[src/rtl/morra_cinese_param.sv]
// morra_cinese_param: parametrised rock-paper-scissors match referee with scores, manche count and early win by lead
module morra_cinese_param #(
    parameter int CFG_W      = 4,
    parameter int MIN_MANCHE = 4,
    parameter int LEAD       = 2,
    parameter int CNT_W      = $clog2(MIN_MANCHE + 2**CFG_W)
) (
    input  logic             clk,
    input  logic             RESET,
    input  logic             INIZIA,
    input  logic [CFG_W-1:0] CONFIG,
    input  logic             MOSSA_VALIDA,
    input  logic [1:0]       PRIMO,
    input  logic [1:0]       SECONDO,
    output logic [1:0]       MANCHE,
    output logic             MANCHE_VLD,
    output logic [1:0]       PARTITA,
    output logic [CNT_W-1:0] PUNTI_1,
    output logic [CNT_W-1:0] PUNTI_2,
    output logic [CNT_W-1:0] N_MANCHE,
    output logic             IN_CORSO
);
    typedef enum logic [1:0] {IDLE, GIOCO, FINE} state_t;

    state_t           r_state, w_state;
    logic [1:0]       r_manche, w_manche, r_partita, w_partita, r_rm, w_rm;
    logic             r_vld, w_vld, r_corso, w_corso, r_rv, w_rv, r_rp, w_rp;
    logic [CNT_W-1:0] r_p1, w_p1, r_p2, w_p2, r_n, w_n, r_max, w_max;
    logic             w_b1, w_b2, w_draw, w_inv, w_end;
    logic [CNT_W-1:0] w_p1n, w_p2n, w_nn, w_lead;

    // judge the presented manche: who wins, and whether it breaks the repeat restriction
    always_comb begin
        w_b1   = (PRIMO == 2'b01 && SECONDO == 2'b11) || (PRIMO == 2'b11 && SECONDO == 2'b10) ||
                 (PRIMO == 2'b10 && SECONDO == 2'b01);
        w_b2   = (SECONDO == 2'b01 && PRIMO == 2'b11) || (SECONDO == 2'b11 && PRIMO == 2'b10) ||
                 (SECONDO == 2'b10 && PRIMO == 2'b01);
        w_draw = PRIMO == SECONDO;
        w_inv  = PRIMO == 2'b00 || SECONDO == 2'b00 || (r_rv && (r_rp ? SECONDO == r_rm : PRIMO == r_rm));
        w_p1n  = r_p1 + CNT_W'(w_b1);
        w_p2n  = r_p2 + CNT_W'(w_b2);
        w_nn   = r_n + CNT_W'(1);
        w_lead = w_p1n > w_p2n ? w_p1n - w_p2n : w_p2n - w_p1n;
        w_end  = (w_nn >= CNT_W'(MIN_MANCHE) && w_lead >= CNT_W'(LEAD)) || w_nn == r_max;
    end

    // next-state and next-output logic; INIZIA has priority over the move strobe
    always_comb begin
        w_state   = r_state;
        w_manche  = 2'b00;
        w_vld     = 1'b0;
        w_partita = r_partita;
        w_p1      = r_p1;
        w_p2      = r_p2;
        w_n       = r_n;
        w_max     = r_max;
        w_rv      = r_rv;
        w_rp      = r_rp;
        w_rm      = r_rm;
        if (INIZIA) begin
            w_state   = GIOCO;
            w_partita = 2'b00;
            w_p1      = '0;
            w_p2      = '0;
            w_n       = '0;
            w_max     = CNT_W'(MIN_MANCHE) + CNT_W'(CONFIG);
            w_rv      = 1'b0;
            w_rp      = 1'b0;
            w_rm      = 2'b00;
        end else if (r_state == GIOCO && MOSSA_VALIDA) begin
            w_vld = 1'b1;
            if (!w_inv) begin
                w_manche = w_draw ? 2'b11 : w_b1 ? 2'b01 : 2'b10;
                w_p1     = w_p1n;
                w_p2     = w_p2n;
                w_n      = w_nn;
                w_rv     = !w_draw;
                w_rp     = w_b2;
                w_rm     = w_b1 ? PRIMO : SECONDO;
                if (w_end) begin
                    w_state   = FINE;
                    w_partita = w_p1n > w_p2n ? 2'b01 : w_p2n > w_p1n ? 2'b10 : 2'b11;
                end
            end
        end
        w_corso = w_state == GIOCO;
    end

    // state and registered outputs
    always_ff @(posedge clk) begin
        if (RESET) begin
            r_state   <= IDLE;
            r_manche  <= 2'b00;
            r_vld     <= 1'b0;
            r_partita <= 2'b00;
            r_corso   <= 1'b0;
            r_p1      <= '0;
            r_p2      <= '0;
            r_n       <= '0;
            r_max     <= CNT_W'(MIN_MANCHE);
            r_rv      <= 1'b0;
            r_rp      <= 1'b0;
            r_rm      <= 2'b00;
        end else begin
            r_state   <= w_state;
            r_manche  <= w_manche;
            r_vld     <= w_vld;
            r_partita <= w_partita;
            r_corso   <= w_corso;
            r_p1      <= w_p1;
            r_p2      <= w_p2;
            r_n       <= w_n;
            r_max     <= w_max;
            r_rv      <= w_rv;
            r_rp      <= w_rp;
            r_rm      <= w_rm;
        end
    end

    assign MANCHE     = r_manche;
    assign MANCHE_VLD = r_vld;
    assign PARTITA    = r_partita;
    assign PUNTI_1    = r_p1;
    assign PUNTI_2    = r_p2;
    assign N_MANCHE   = r_n;
    assign IN_CORSO   = r_corso;
endmodule
[config.mk]
export PLATFORM = sky130hd
export DESIGN_NAME = morra_cinese_param
export DESIGN_NICKNAME = d
export VERILOG_FILES = /design/src/rtl/morra_cinese_param.sv
export SDC_FILE = /design/constraint.sdc
export NUM_CORES = 1
export LEC_CHECK = 0
export CORE_UTILIZATION = 52
export CTS_CLUSTER_SIZE = 8
export DETAILED_ROUTE_END_ITERATION = 16
export DONT_BUFFER_PORTS = 1
export GPL_ROUTABILITY_DRIVEN = 0
export PLACE_DENSITY = 0.67
export SLEW_MARGIN = 0
export SYNTH_ARGS = -nofsm -noshare
export SYNTH_HDL_FRONTEND = slang
export SYNTH_SLANG_ARGS = --single-unit
[constraint.sdc]
create_clock -name clk -period 4.9 [get_ports clk]
set_clock_uncertainty 0.15 [all_clocks]
set_input_delay 0.49 -clock clk [delete_from_list [all_inputs] [get_ports clk]]
set_output_delay 0.49 -clock clk [all_outputs]
set_load 0.02 [all_outputs]
### Word level (Yosys, flattened, before mapping)

Index checks and enable logic that the tools add are counted.

* bits in registers: 32
* bits of input ports: 12
* logic and storage cells: 71
* latch bits: 0
* memories: 0
* bits in writable memories: 0
* ROM bits: 0
* output and inout port bits: 21

* $add $sub $neg: 6
* mux-type cells: 12
* equal/unequal tests: 12
* multiply operators: 0
* shifts and indexed selects: 0
* div/mod/pow operators: 0
* bitwise operators: 2
* order comparisons: 4
* reductions and logical operators: 23

Operators by type and width (number)
* two-way mux 2 bit: 8
* adder 5 x 1 -> 5 bit: 2
* > comparator 5 bit: 2
* subtractor 5 bit: 2
* logical AND 1 bit: 9
* == test 2 x 1 -> 1 bit, second input constant: 4
* == test 2 bit, second input constant: 4
* logical OR 1 bit: 7
* == test 2 bit: 3
* adder 3 x 4 -> 5 bit, first input constant: 1
* adder 5 x 1 -> 5 bit, second input constant: 1
* == test 5 bit: 1
* greater-or-equal comparator 5 x 2 -> 1 bit, second input constant: 1
* greater-or-equal comparator 5 x 3 -> 1 bit, second input constant: 1
* two-way mux 5 bit: 1
* logical NOT 2 bit: 2
* OR reduction 4 bit: 1
* two-way mux 1 bit: 3
* AND reduction 3 bit: 1
* inverter 1 bit: 2
* AND reduction 2 bit: 1
* OR reduction 2 bit: 1
* logical NOT 1 bit: 1

### Logic depth before layout (Yosys ltp)

* depth in word-level cells: 15
* depth in mapped cells: 18
* depth with buffers taken out: 16

### Least setup slack after synthesis

No wires, ideal clock.

* path type: input to register
* from: input port PRIMO[1]
* to: register r_state[1]
* setup time: 0.115 ns
* arrival time: 3.523 ns
* cell stages on the path: 17
* required time: 4.635 ns
* slack: 1.113 ns
* buffers on the path: 2
* cells stage by stage: clkbuf_1 nand2b_1 o22ai_1 a22o_1 ha_1 ha_1 nand3_1 xor2_1 inv_1 ha_1 clkbuf_1 or3_1 a21o_1 a21oi_2 o31ai_1 or2_4 o21a_1

* word-level cells in the longest chain between the ends: 14
* elaborated cells between the ends (all ways): 32
* those cells by class: add/sub: 4; order compare: 2; eq/ne: 4; mux: 6; reduce/logical: 16

RTL lines
* start, declared: line 13 `input logic [1:0] PRIMO,`
* == test 2 x 1 -> 1 bit / == test 2 bit (equally long branches): line 34 `w_b1 = (PRIMO == 2'b01 && SECONDO == 2'b11) || (PRIMO == 2'b11 && SECONDO == 2'b10) ||`
* logical AND 1 bit: line 34
* logical OR 1 bit: line 34
* logical OR 1 bit *: line 34
* adder 5 x 1 -> 5 bit *: line 40 `w_p1n = r_p1 + CNT_W'(w_b1);`
* net w_p1n[4]: line 30 `logic [CNT_W-1:0] w_p1n, w_p2n, w_nn, w_lead;`
* subtractor 5 bit / > comparator 5 bit (equally long branches): line 43 `w_lead = w_p1n > w_p2n ? w_p1n - w_p2n : w_p2n - w_p1n;`
* two-way mux 5 bit *: line 43
* greater-or-equal comparator 5 x 2 -> 1 bit *: line 44 `w_end = (w_nn >= CNT_W'(MIN_MANCHE) && w_lead >= CNT_W'(LEAD)) || w_nn == r_max;`
* logical AND 1 bit *: line 44
* logical OR 1 bit *: line 44
* two-way mux 2 bit *: line 80 `if (w_end) begin`
* two-way mux 2 bit *: line 72 `if (!w_inv) begin`
* two-way mux 2 bit *: line 70 `end else if (r_state == GIOCO && MOSSA_VALIDA) begin`
* two-way mux 2 bit *: line 60 `if (INIZIA) begin`
* end signal, assigned: line 105 `r_state <= w_state;`
* end, declared: line 25 `state_t r_state, w_state;`

Mark *: on every way through the listed nets, which the timed path passes. The rest lies on a longest branch.
A chain may end at the register's enable or synchronous reset.

### Worst setup path after layout

* from: input port SECONDO[1]
* to: register r_state[1]

* word-level cells in the longest chain between the ends: 14
* elaborated cells between the ends (all ways): 32
* those cells by class: add/sub: 4; order compare: 2; eq/ne: 4; mux: 6; reduce/logical: 16

RTL lines
* start, declared: line 14 `input logic [1:0] SECONDO,`
* == test 2 x 1 -> 1 bit / == test 2 bit (equally long branches): line 36 `w_b2 = (SECONDO == 2'b01 && PRIMO == 2'b11) || (SECONDO == 2'b11 && PRIMO == 2'b10) ||`
* logical AND 1 bit: line 36
* logical OR 1 bit: line 36
* logical OR 1 bit *: line 36
* net w_b2: line 29 `logic w_b1, w_b2, w_draw, w_inv, w_end;`
* adder 5 x 1 -> 5 bit *: line 41 `w_p2n = r_p2 + CNT_W'(w_b2);`
* net w_p2n[1]: line 30
* subtractor 5 bit / > comparator 5 bit (equally long branches): line 43
* two-way mux 5 bit *: line 43
* greater-or-equal comparator 5 x 2 -> 1 bit *: line 44
* logical AND 1 bit *: line 44
* logical OR 1 bit *: line 44
* two-way mux 2 bit *: line 80
* two-way mux 2 bit *: line 72
* two-way mux 2 bit *: line 70
* two-way mux 2 bit *: line 60

Marked as above.

==> results.md <==
| Metric | Value |
|:---|:---|
| Status | finished, final reports clean |
| Worst-Margin Slew | 0.5792 ns |
| CTS Root Cell | sky130_fd_sc_hd__clkbuf_8 |
| Post-synth design cell area | 0.002091 mm² |
| Number of buffers created by CTS | 5 |
| DRT iter0 DRCs | 52 |
| Total global-route track usage | 0.2040 |
| Layout net count | 265 |
| Share of total power in sequential cells | 0.467 |
| Number of antenna violations at the first check in global routing | 0 |
| Synth warnings | 0 |
| Path type of the worst min-delay path | input pin to register |
| Net Count, Synth | 272 |
| Floorplan row count | 22 |
| DRC violation count after routing | 0 |
| Max-capacitance violation count | 0 |
| First-pass detailed-route iteration total | 4 |
| Starting utilization of the core area | 0.5544 |
| Number of synthesized flops with an enable pin | 0 |
| Start-to-end type of the worst setup path | input pin to register |
| Cell count after synthesis | 244 |
| Number of top-level design ports | 33 |
| Slew headroom | 0.6139 |
| Via count of the first global-routing pass | 1434 |
| Area of the multi-input gates | 0.001354 mm² |
| Power Internal | 0.4436 mW |
| Critical Path Sink Type | register |
| Flip-flop and latch count after synthesis | 32 |
| HPWL after DPL | 2978 µm |
| Worst R2R Setup Slack | 1.30 ns |
| Required time reported for the critical path endpoint | 4.93 ns |
| Leakage | 0.8795 nW |
| Maximum number of pins on one net before global-route repair | 22 |
| Unrepaired setup endpoints after global routing | no |
| Count of fill cells added during filler insertion | 309 |
| Sequential cell area fraction in the yosys report | 0.3064 |
| Count of buffers inserted at the top-level ports | 0 |
| Total number of H-tree levels | 2 |
| Setup total negative slack | 0 ns |
| Routed wire length | 4081 µm |
| Peak supply drop | 0.1374 mV |
| Clock group share of total power | 0.431 |
| Wire length of the first global-routing pass | 6603 µm |
| Cell Pwr Density | 262.9 mW/mm² |
| Post-DR wirelength/cell | 14.27 µm |
| Clock latency on the worst-skew pair | 0.29 ns |
| Pins over their slew limit | 0 |
| Final setup violation count | 0 |
| Synth-to-Final Area Change | 5.924% |
| Most frequent standard cell in the layout excluding fill and tap cells | sky130_fd_sc_hd__dfxtp_1 |
| Arrival time reported for the critical path endpoint | 3.71 ns |
| Vias per cell | 5.563 |
| Detail Route Antenna Nets | 0 |
| Kind of start point of the critical path | input pin |
| # diodes | 0 |
| Clock transition at the registers of the reported paths | 0.07 ns |
| Worst slack at placement | 1.009 ns |
| Leading cell types in the layout, fill and taps excluded | 32 x sky130_fd_sc_hd__dfxtp_1, 30 x sky130_fd_sc_hd__nor2_1, 18 x sky130_fd_sc_hd__xor2_1, 14 x sky130_fd_sc_hd__ha_1 |
| Maximum clock frequency | 0.2718 GHz |
| Combinational group share of total power | 0.102 |
| Die footprint | 0.004278 mm² |
| Final min period | 3.679 ns |
| Residual overflow from global routing | 0 |
| Vias after detailed routing | 1591 |
| Number of distinct library cell variants in the gate-level netlist after synthesis | 49 |
| Switching power share of the total | 0.2381 |
| Number of sinks handled by clock tree synthesis | 32 |
| Top FF cell, synth | sky130_fd_sc_hd__dfxtp_1 |
| Chip height | 65.41 µm |
| Mean area per synthesized cell | 8.569 µm² |
| Buffers from clock root to sink, at most | 2 |
| Post-route clock period utilization | 0.7507 |
| Hold Fails Final Rpt | 0 |
| Net switching power of the design | 0.1386 mW |
| Post-cts repair resize count | 0 |
| Worst-path maximum fanout | 9 |
| Worst hold slack | 0.1160 ns |
| Post-CTS repair timing setup buffer count | 0 |
| Worst path setup slack after routing | 1.221 ns |
| CTS tree | yes |
| Number of buffers added to fix hold violations after cts | 0 |
| Area used by sequential logic in the layout | 640.6 µm² |
| Overall die width | 65.41 µm |
| Share of cells above drive strength 1 | 0.07983 |
| Fraction of registers with async set/reset | 0 |
| Core footprint | 0.003771 mm² |
worst max-delay path, stage by stage:
cell                      delay, ns
sky130_fd_sc_hd__xor2_1        0.14
sky130_fd_sc_hd__nand3_1       0.07
sky130_fd_sc_hd__o31ai_1       0.09
sky130_fd_sc_hd__ha_1          0.23
sky130_fd_sc_hd__ha_1          0.39
sky130_fd_sc_hd__inv_1         0.11
sky130_fd_sc_hd__ha_1          0.34
sky130_fd_sc_hd__nor2b_1       0.14
sky130_fd_sc_hd__o21ai_0       0.45
sky130_fd_sc_hd__nand2_1       0.13
sky130_fd_sc_hd__or3_1         0.33
sky130_fd_sc_hd__a31oi_1       0.26
sky130_fd_sc_hd__nor3b_1       0.11
sky130_fd_sc_hd__or2_4         0.26
sky130_fd_sc_hd__o21a_1        0.17
metrics by stage:
stage                     cells  power [mW]    util  cell area [µm²]
after global placement      278      0.3363  0.5587             2107
after detailed placement    278      0.3366  0.5587             2107
after floorplan             244      0.3307       -             2091
after global routing        286      0.6054  0.5873             2215
final                       286      0.5823  0.5873             2215
after CTS                   286      0.5874  0.5873             2215
Yosys cell counts, types with 2 or more instances:
| cell type | number | area share |
|---|---|---|
| sky130_fd_sc_hd__a31oi_1 | 2 | 0.0060 |
| sky130_fd_sc_hd__ha_1 | 14 | 0.084 |
| sky130_fd_sc_hd__o31ai_1 | 2 | 0.0072 |
| sky130_fd_sc_hd__mux2i_1 | 13 | 0.062 |
| sky130_fd_sc_hd__nand3_1 | 8 | 0.019 |
| sky130_fd_sc_hd__fa_1 | 2 | 0.019 |
| sky130_fd_sc_hd__o21ai_0 | 11 | 0.026 |
| sky130_fd_sc_hd__xnor2_1 | 10 | 0.042 |
| sky130_fd_sc_hd__clkbuf_1 | 10 | 0.018 |
| sky130_fd_sc_hd__nor2b_1 | 3 | 0.0090 |
| sky130_fd_sc_hd__nand2b_1 | 6 | 0.018 |
| sky130_fd_sc_hd__a22oi_1 | 2 | 0.0072 |
| sky130_fd_sc_hd__or2_4 | 2 | 0.0084 |
| sky130_fd_sc_hd__o22ai_1 | 5 | 0.015 |
| sky130_fd_sc_hd__nor2_1 | 30 | 0.054 |
| sky130_fd_sc_hd__nand2_1 | 13 | 0.023 |
| sky130_fd_sc_hd__o211ai_1 | 3 | 0.011 |
| sky130_fd_sc_hd__buf_2 | 5 | 0.012 |
| sky130_fd_sc_hd__dfxtp_1 | 32 | 0.31 |
| sky130_fd_sc_hd__a21oi_1 | 8 | 0.019 |
| sky130_fd_sc_hd__or3_1 | 2 | 0.0060 |
| sky130_fd_sc_hd__xor2_1 | 18 | 0.075 |
| sky130_fd_sc_hd__nand4_1 | 6 | 0.018 |
| sky130_fd_sc_hd__inv_1 | 12 | 0.022 |
flip-flops by register name (all words and copies together) (netlist names):
register and cells:
r_state 2, PARTITA 2, r_rm 2, MANCHE 2, r_rv 1, IN_CORSO 1, MANCHE_VLD 1, N_MANCHE 5
PUNTI_1 5, r_max 5, r_rp 1, PUNTI_2 5
cell type report:
| type | instances | area share |
|---|---|---|
| multi-input combinational | 185 | 0.6113 |
| sequential | 32 | 0.2893 |
| clock inverter | 2 | 0.01582 |
| timing repair buffer | 1 | 0.003390 |
| inverter | 12 | 0.02034 |
| tap | 48 | 0.02712 |
| clock buffer | 6 | 0.03277 |
cells by family after synthesis:
group / count (synthesis) / synth area share
and+or+nand+nor: 81 / 0.1951
muxes: 13 / 0.06224
DFF: 32 / 0.3064
AOI/OAI and AO/OA: 45 / 0.1436
buffers and inverters: 27 / 0.05146
adders and majority gates: 16 / 0.1029
xor gates and xnor gates: 30 / 0.1382
power by group through the flow:
stage	combinational [mW]	clock, mW	sequential (mW)
after floorplan	0.0546	0	0.276
after global placement	0.0586	0	0.278
after detailed placement	0.0589	0	0.278
after CTS	0.0591	0.257	0.272
after global routing	0.0660	0.267	0.272
final	0.0595	0.251	0.272
worst paths after layout:
check | cells past startpoint | to | from
worst max-delay path | 15 | r_state[1] | SECONDO[1]
worst min-delay path | 1 | r_max[1] | RESET
worst max register to register | 12 | r_state[1] | PUNTI_2[0]
worst min register to register | 2 | r_state[0] | r_state[0]
metal layers:
| metal | GRT usage | up-vias | wire length (µm) |
|---|---|---|---|
| met4 | 0.07337 | 0 | 60 |
| met1 | 0.2420 | 720 | 1913 |
| met3 | 0.07465 | 6 | 251 |
| met5 | 0 | - | 0 |
| li1 | - | 825 | - |
| met2 | 0.3351 | 40 | 1856 |
Power figures use the tool's default switching activity.
==> variant 1: new RTL, config.mk and constraints unchanged <==
Re-encode `state_t` (3 states) as one-hot, 3 bits wide.
--- a/src/rtl/morra_cinese_param.sv
+++ b/src/rtl/morra_cinese_param.sv
@@ -20,7 +20,7 @@
     output logic [CNT_W-1:0] N_MANCHE,
     output logic             IN_CORSO
 );
-    typedef enum logic [1:0] {IDLE, GIOCO, FINE} state_t;
+    typedef enum logic [2:0] {IDLE = 3'b001, GIOCO = 3'b010, FINE = 3'b100} state_t;
 
     state_t           r_state, w_state;
     logic [1:0]       r_manche, w_manche, r_partita, w_partita, r_rm, w_rm;
Check against the original RTL: no difference found for any inputs over 4 cycles, from zero or initial values and one cycle with RESET high; so few cycles prove little.
==> variant 1 against the original RTL <==
Power shrank 7.8%; register-to-register slack improved by 0.31 ns; sequential cell count up 1; first-iteration DRC count is 5.8% lower; non-clock buffer count unchanged; synthesized area increased by 3.2%; wire length shrank 0.83%; setup slack improved by 0.23 ns; design area up 1.5%; via count increased by 1.2%.
==> variant 1: results (changes against the original RTL) <==
* H-tree lvl count at 2 (unchanged)
* Post-DP Area at 2170 sq um (+2.9%)
* Vias in the first global route at 1533 (+6.9%)
* Top FF cell, synth: dfxtp_1
* CTS root buffer: clkbuf_8
* TritonCTS Buffers at 5 (unchanged)
* Met3 Use GR at 6.72% (-0.74 points)
* Worst-skew pair later-pin latency at 0.29 ns (about the same)
* Critical Path Fanout Max at 8 (-1)
* Grt met2 use at 33.4% (-0.087 points)
* WP data arrival at 3.46 ns (-0.25 ns)
* Placed Instances at 283 (+1.8%)
* Largest net degree at the start of global routing at 24 (+9.1%)
* Slew headroom at 68.3% (+6.9 points)
* Asr flop ratio synth at 0% (unchanged)
* PostCTS Resize Cnt at 0 (unchanged)
* WL met3 at 239 microns (-4.8%)
* Global Route met1 Usage at 25.6% (+1.4 points)
* Layout cells sized above 1 at 9.96% (+2.0 points)
* Clock transition at path regs at 0.07 ns (about the same)
* Initial antenna violation count at 0 (unchanged)
* Peak supply drop at 182 uV (+32%)
* Final WL at 4050 microns (-0.83%)
* First-pass DRT Iterations at 4 (unchanged)
* Cells on Worst Hold Path at 1 (unchanged)
* Gate count after technology mapping at 246 (+0.82%)
* Leakage at 0.850 nW (-3.4%)
* Setup Fix Bufs, Post-CTS at 0 (unchanged)
* # diodes at 0 (unchanged)
* FILL cells at 390 (+26%)
* Pre-CTS setup slack at 1.14 ns (+0.132 ns)
* Setup TNS at 0 ns (unchanged)
* Reg2Reg Depth at 12 (unchanged)
* Top cells by area, synth: dfxtp_1, ha_1, xnor2_1, mux2i_1, nor2_1
* Hold Crit Class: in -> reg
* Status: completed
* Number of library cell types mapped by synthesis at 50 (+2.0%)
* DRT met1 WL at 1930 microns (+0.89%)
* Internal Pwr Total at 0.403 mW (-9.1%)
* 1st-iter DRT viols at 49 (-5.8%)
* Dpl hpwl at 3010 microns (+1.0%)
* Synth warn at 0 (unchanged)
* GRT Overall Usage at 20.7% (+0.33 points)
* Register area share after synthesis at 30.6% (about the same)
* Met2 WL at 1830 microns (-1.2%)
* Top layer in use: met4
* Synth top cells by count: dfxtp_1, nor2_1, xnor2_1, ha_1, nand2_1
* Final nets at 268 (+1.1%)
* Via count at 1610 (+1.2%)
* First-pass GRT wire length at 6910 microns (+4.7%)
* Vias per std cell at 5.53 (-0.54%)
* Max Buffers Root-to-Sink at 2 (unchanged)
* PortBufs at 0 (unchanged)
* CP max stage cell: ha_1
* CP peak stage delay at 0.38 ns (-0.07 ns)
variant 1: path summary, 6_finish.rpt:
check | slack, ns | from | endpoint
setup / recovery | 1.45 | PRIMO[0] | PARTITA[1]$_SDFFE_PP0P_
hold / removal | 0.12 | RESET | r_max[0]$_SDFFE_PP0P_
setup reg to reg | 1.61 | PUNTI_1[0]$_SDFFE_PP0P_ | PARTITA[1]$_SDFFE_PP0P_
hold reg to reg | 0.32 | r_state[0]$_SDFF_PP1_ | r_state[0]$_SDFF_PP1_
variant 1: power groups by stage:
stage | registers, mW | logic [mW] | clock network [mW]
after global routing | 0.278 | 0.0703 | 0.212
final | 0.278 | 0.0617 | 0.198
after detailed placement | 0.284 | 0.0619 | 0
after floorplan | 0.283 | 0.0586 | 0
after CTS | 0.278 | 0.0624 | 0.203
after global placement | 0.284 | 0.0620 | 0
variant 1: kinds of logic (layout without fill, tap and decap cells):
group | Yosys count | after routing | share of synthesized area (%)
AOI/OAI and AO/OA | 46 | 46 | 15.7
xor gates and xnor gates | 32 | 32 | 14.2
adders and majority gates | 17 | 17 | 10.5
buffers and inverters | 26 | 21 | 4.87
DFF | 33 | 33 | 30.6
muxes | 13 | 13 | 6.03
and+or+nand+nor | 79 | 79 | 18.0
variant 1: area by class of cell:
type / count / area (sq um) / area share [%]
clock buffers: 8 / 80.1 / 3.56
inverters: 12 / 45.0 / 2.00
multi-input cells: 187 / 1390 / 61.9
flip-flops and latches: 33 / 661 / 29.4
well taps: 50 / 62.6 / 2.78
repair buffers: 1 / 7.51 / 0.334
variant 1: critical path, delay by kind of cell:
| family | cells | cell delay [ns] |
|---|---|---|
| fa+ha+maj | 3 | 0.81 |
| compound gates | 6 | 1.10 |
| simple gates | 3 | 0.56 |
| xor+xnor | 1 | 0.24 |
| buf+inv | 1 | 0.07 |
| mux | 1 | 0.17 |
==> variant 2: new RTL, same flow settings <==
Made on the original files. `MIN_MANCHE`: 4 -> 8.
--- a/src/rtl/morra_cinese_param.sv
+++ b/src/rtl/morra_cinese_param.sv
@@ -1,7 +1,7 @@
 // morra_cinese_param: parametrised rock-paper-scissors match referee with scores, manche count and early win by lead
 module morra_cinese_param #(
     parameter int CFG_W      = 4,
-    parameter int MIN_MANCHE = 4,
+    parameter int MIN_MANCHE = 8,
     parameter int LEAD       = 2,
     parameter int CNT_W      = $clog2(MIN_MANCHE + 2**CFG_W)
 ) (
Behaviour: not the same (a bounded check fails within 10 cycles, from zero or initial values and one cycle with RESET high).
==> variant 2 against the original RTL <==
Critical endpoint is now PARTITA[0]$_SDFFE_PP0P_; sequential cell count unchanged; power about the same; hold slack better by 0.0021 ns; setup slack worse by 0.18 ns; utilization up 0.33 points; synthesized cell count down 0.41%; sequential share of layout area about the same; die area down 0.24%; wire length down 6.2%; non-clock buffer count unchanged; synthesized area down 0.24%; combinational power up 5.0%; design area down 0.17%; largest power group unchanged.
==> variant 2: results (changes against the original RTL) <==
* Post-synthesis mux area share at 5.28% (-0.94 points)
* Top FF cell, synth: dfxtp_1
* Layout cells sized above 1 at 7.56% (-0.42 points)
* Initial antenna violation count at 0 (unchanged)
* Leakage at 0.840 nW (-4.4%)
* Register area share after synthesis at 30.7% (+0.074 points)
* CP peak stage delay at 0.37 ns (-0.08 ns)
* Vias per std cell at 5.43 (-2.5%)
* Post-DP Area at 2100 sq um (-0.18%)
* Reg2Reg Depth at 12 (unchanged)
* Synth top cells by count: dfxtp_1, nor2_1, xor2_1, a21oi_1, nand2_1
* Vias in the first global route at 1422 (-0.84%)
* Placed Instances at 278 (unchanged)
* DR WL/cell at 13.4 microns (-6.2%)
* GRT Overall Usage at 19.2% (-1.2 points)
* Synth Area in Compound Gates at 15.4% (+0.99 points)
* CP Class: in -> reg
* Largest net degree at the start of global routing at 25 (+14%)
* Gate count after technology mapping at 243 (-0.41%)
* First-pass GRT wire length at 6330 microns (-4.1%)
* Dpl hpwl at 2800 microns (-6.0%)
* PostCTS Resize Cnt at 0 (unchanged)
* Post-synth EDFFs at 0 (unchanged)
* Synth Area in XOR/XNOR at 13.7% (-0.087 points)
* Synth Area in Adders at 9.72% (-0.58 points)
* CP max stage cell: ha_1
* Kind of cell adding the most delay to the critical path: compound AO/OA/AOI/OAI gates
* Crit path from: PRIMO[0]
* Asr flop ratio synth at 0% (unchanged)
* Flop2flop setup slack at 1.32 ns (+0.02 ns)
* Least-Margin Pin Slew at 0.728 ns (+0.148 ns)
* Status: completed
* Clock transition at path regs at 0.07 ns (about the same)
* Synthesized Nets at 270 (-0.74%)
* Number of library cell types mapped by synthesis at 44 (-10%)
* Top cells by area, synth: dfxtp_1, ha_1, xor2_1, nor2_1, mux2i_1
* Final nets at 264 (-0.38%)
* Final Non-Filler Cells at 286 (unchanged)
* Reg2Reg Capture Point: PARTITA[0]$_SDFFE_PP0P_
* Peak supply drop at 208 uV (+51%)
* Hold EP: r_max[0]$_SDFFE_PP0P_
* Max Buffers Root-to-Sink at 2 (unchanged)
* 1st-iter DRT viols at 55 (+5.8%)
* CTS root buffer: clkbuf_8
* FILL cells at 350 (+13%)
* Critical Path Fanout Max at 9 (unchanged)
* WP data arrival at 3.90 ns (+0.19 ns)
* Cells on Worst Hold Path at 1 (unchanged)
* First-pass DRT Iterations at 4 (unchanged)
variant 2: per-stage QoR:
step / power, mW / hold WS (ns) / utilization, % / setup WS [ns]
6_report: 0.582 / 0.118 / 59.1 / 1.04
4_1_cts: 0.589 / 0.112 / 59.1 / 1.06
3_5_place_dp: 0.338 / 0.316 / 56.2 / 0.760
2_1_floorplan: 0.332 / 0.287 / - / 0.868
5_1_grt: 0.609 / 0.106 / 59.1 / 0.706
3_3_place_gp: 0.338 / 0.307 / 56.2 / 0.799
variant 2: logic make-up (layout without fill, tap and decap cells):
| kind of cell | after synthesis | count (layout) |
|---|---|---|
| and+or+nand+nor | 81 | 81 |
| AOI/OAI and AO/OA | 48 | 48 |
| DFF | 32 | 32 |
| xor gates and xnor gates | 31 | 31 |
| buffers and inverters | 25 | 20 |
| adders and majority gates | 15 | 15 |
| muxes | 11 | 11 |
variant 2: layout make-up:
| cell class | count | area, sq um | area share, % |
|---|---|---|---|
| flip-flops and latches | 32 | 641 | 29.0 |
| multi-input cells | 186 | 1350 | 61.2 |
| inverters | 11 | 41.3 | 1.87 |
| clock inverters | 2 | 35.0 | 1.58 |
| clock buffers | 6 | 72.6 | 3.28 |
| well taps | 48 | 60.1 | 2.72 |
| repair buffers | 1 | 7.51 | 0.340 |
variant 2: layer usage:
layer / up-vias / wire (microns) / GRT usage (%) / share of wire, %
li1: 813 / - / - / -
met1: 711 / 1900 / 24.7 / 50
met2: 24 / 1720 / 30.7 / 45
met3: 4 / 168 / 5.38 / 4.4
met4: 0 / 39 / 6.52 / 1.0
met5: - / 0 / 0 / 0
variant 2: report_power, final:
group          total (mW)  switching, mW  internal, mW
combinational      0.0625         0.0346        0.0279
sequential          0.270        0.00471         0.265
clock               0.250         0.0988         0.151
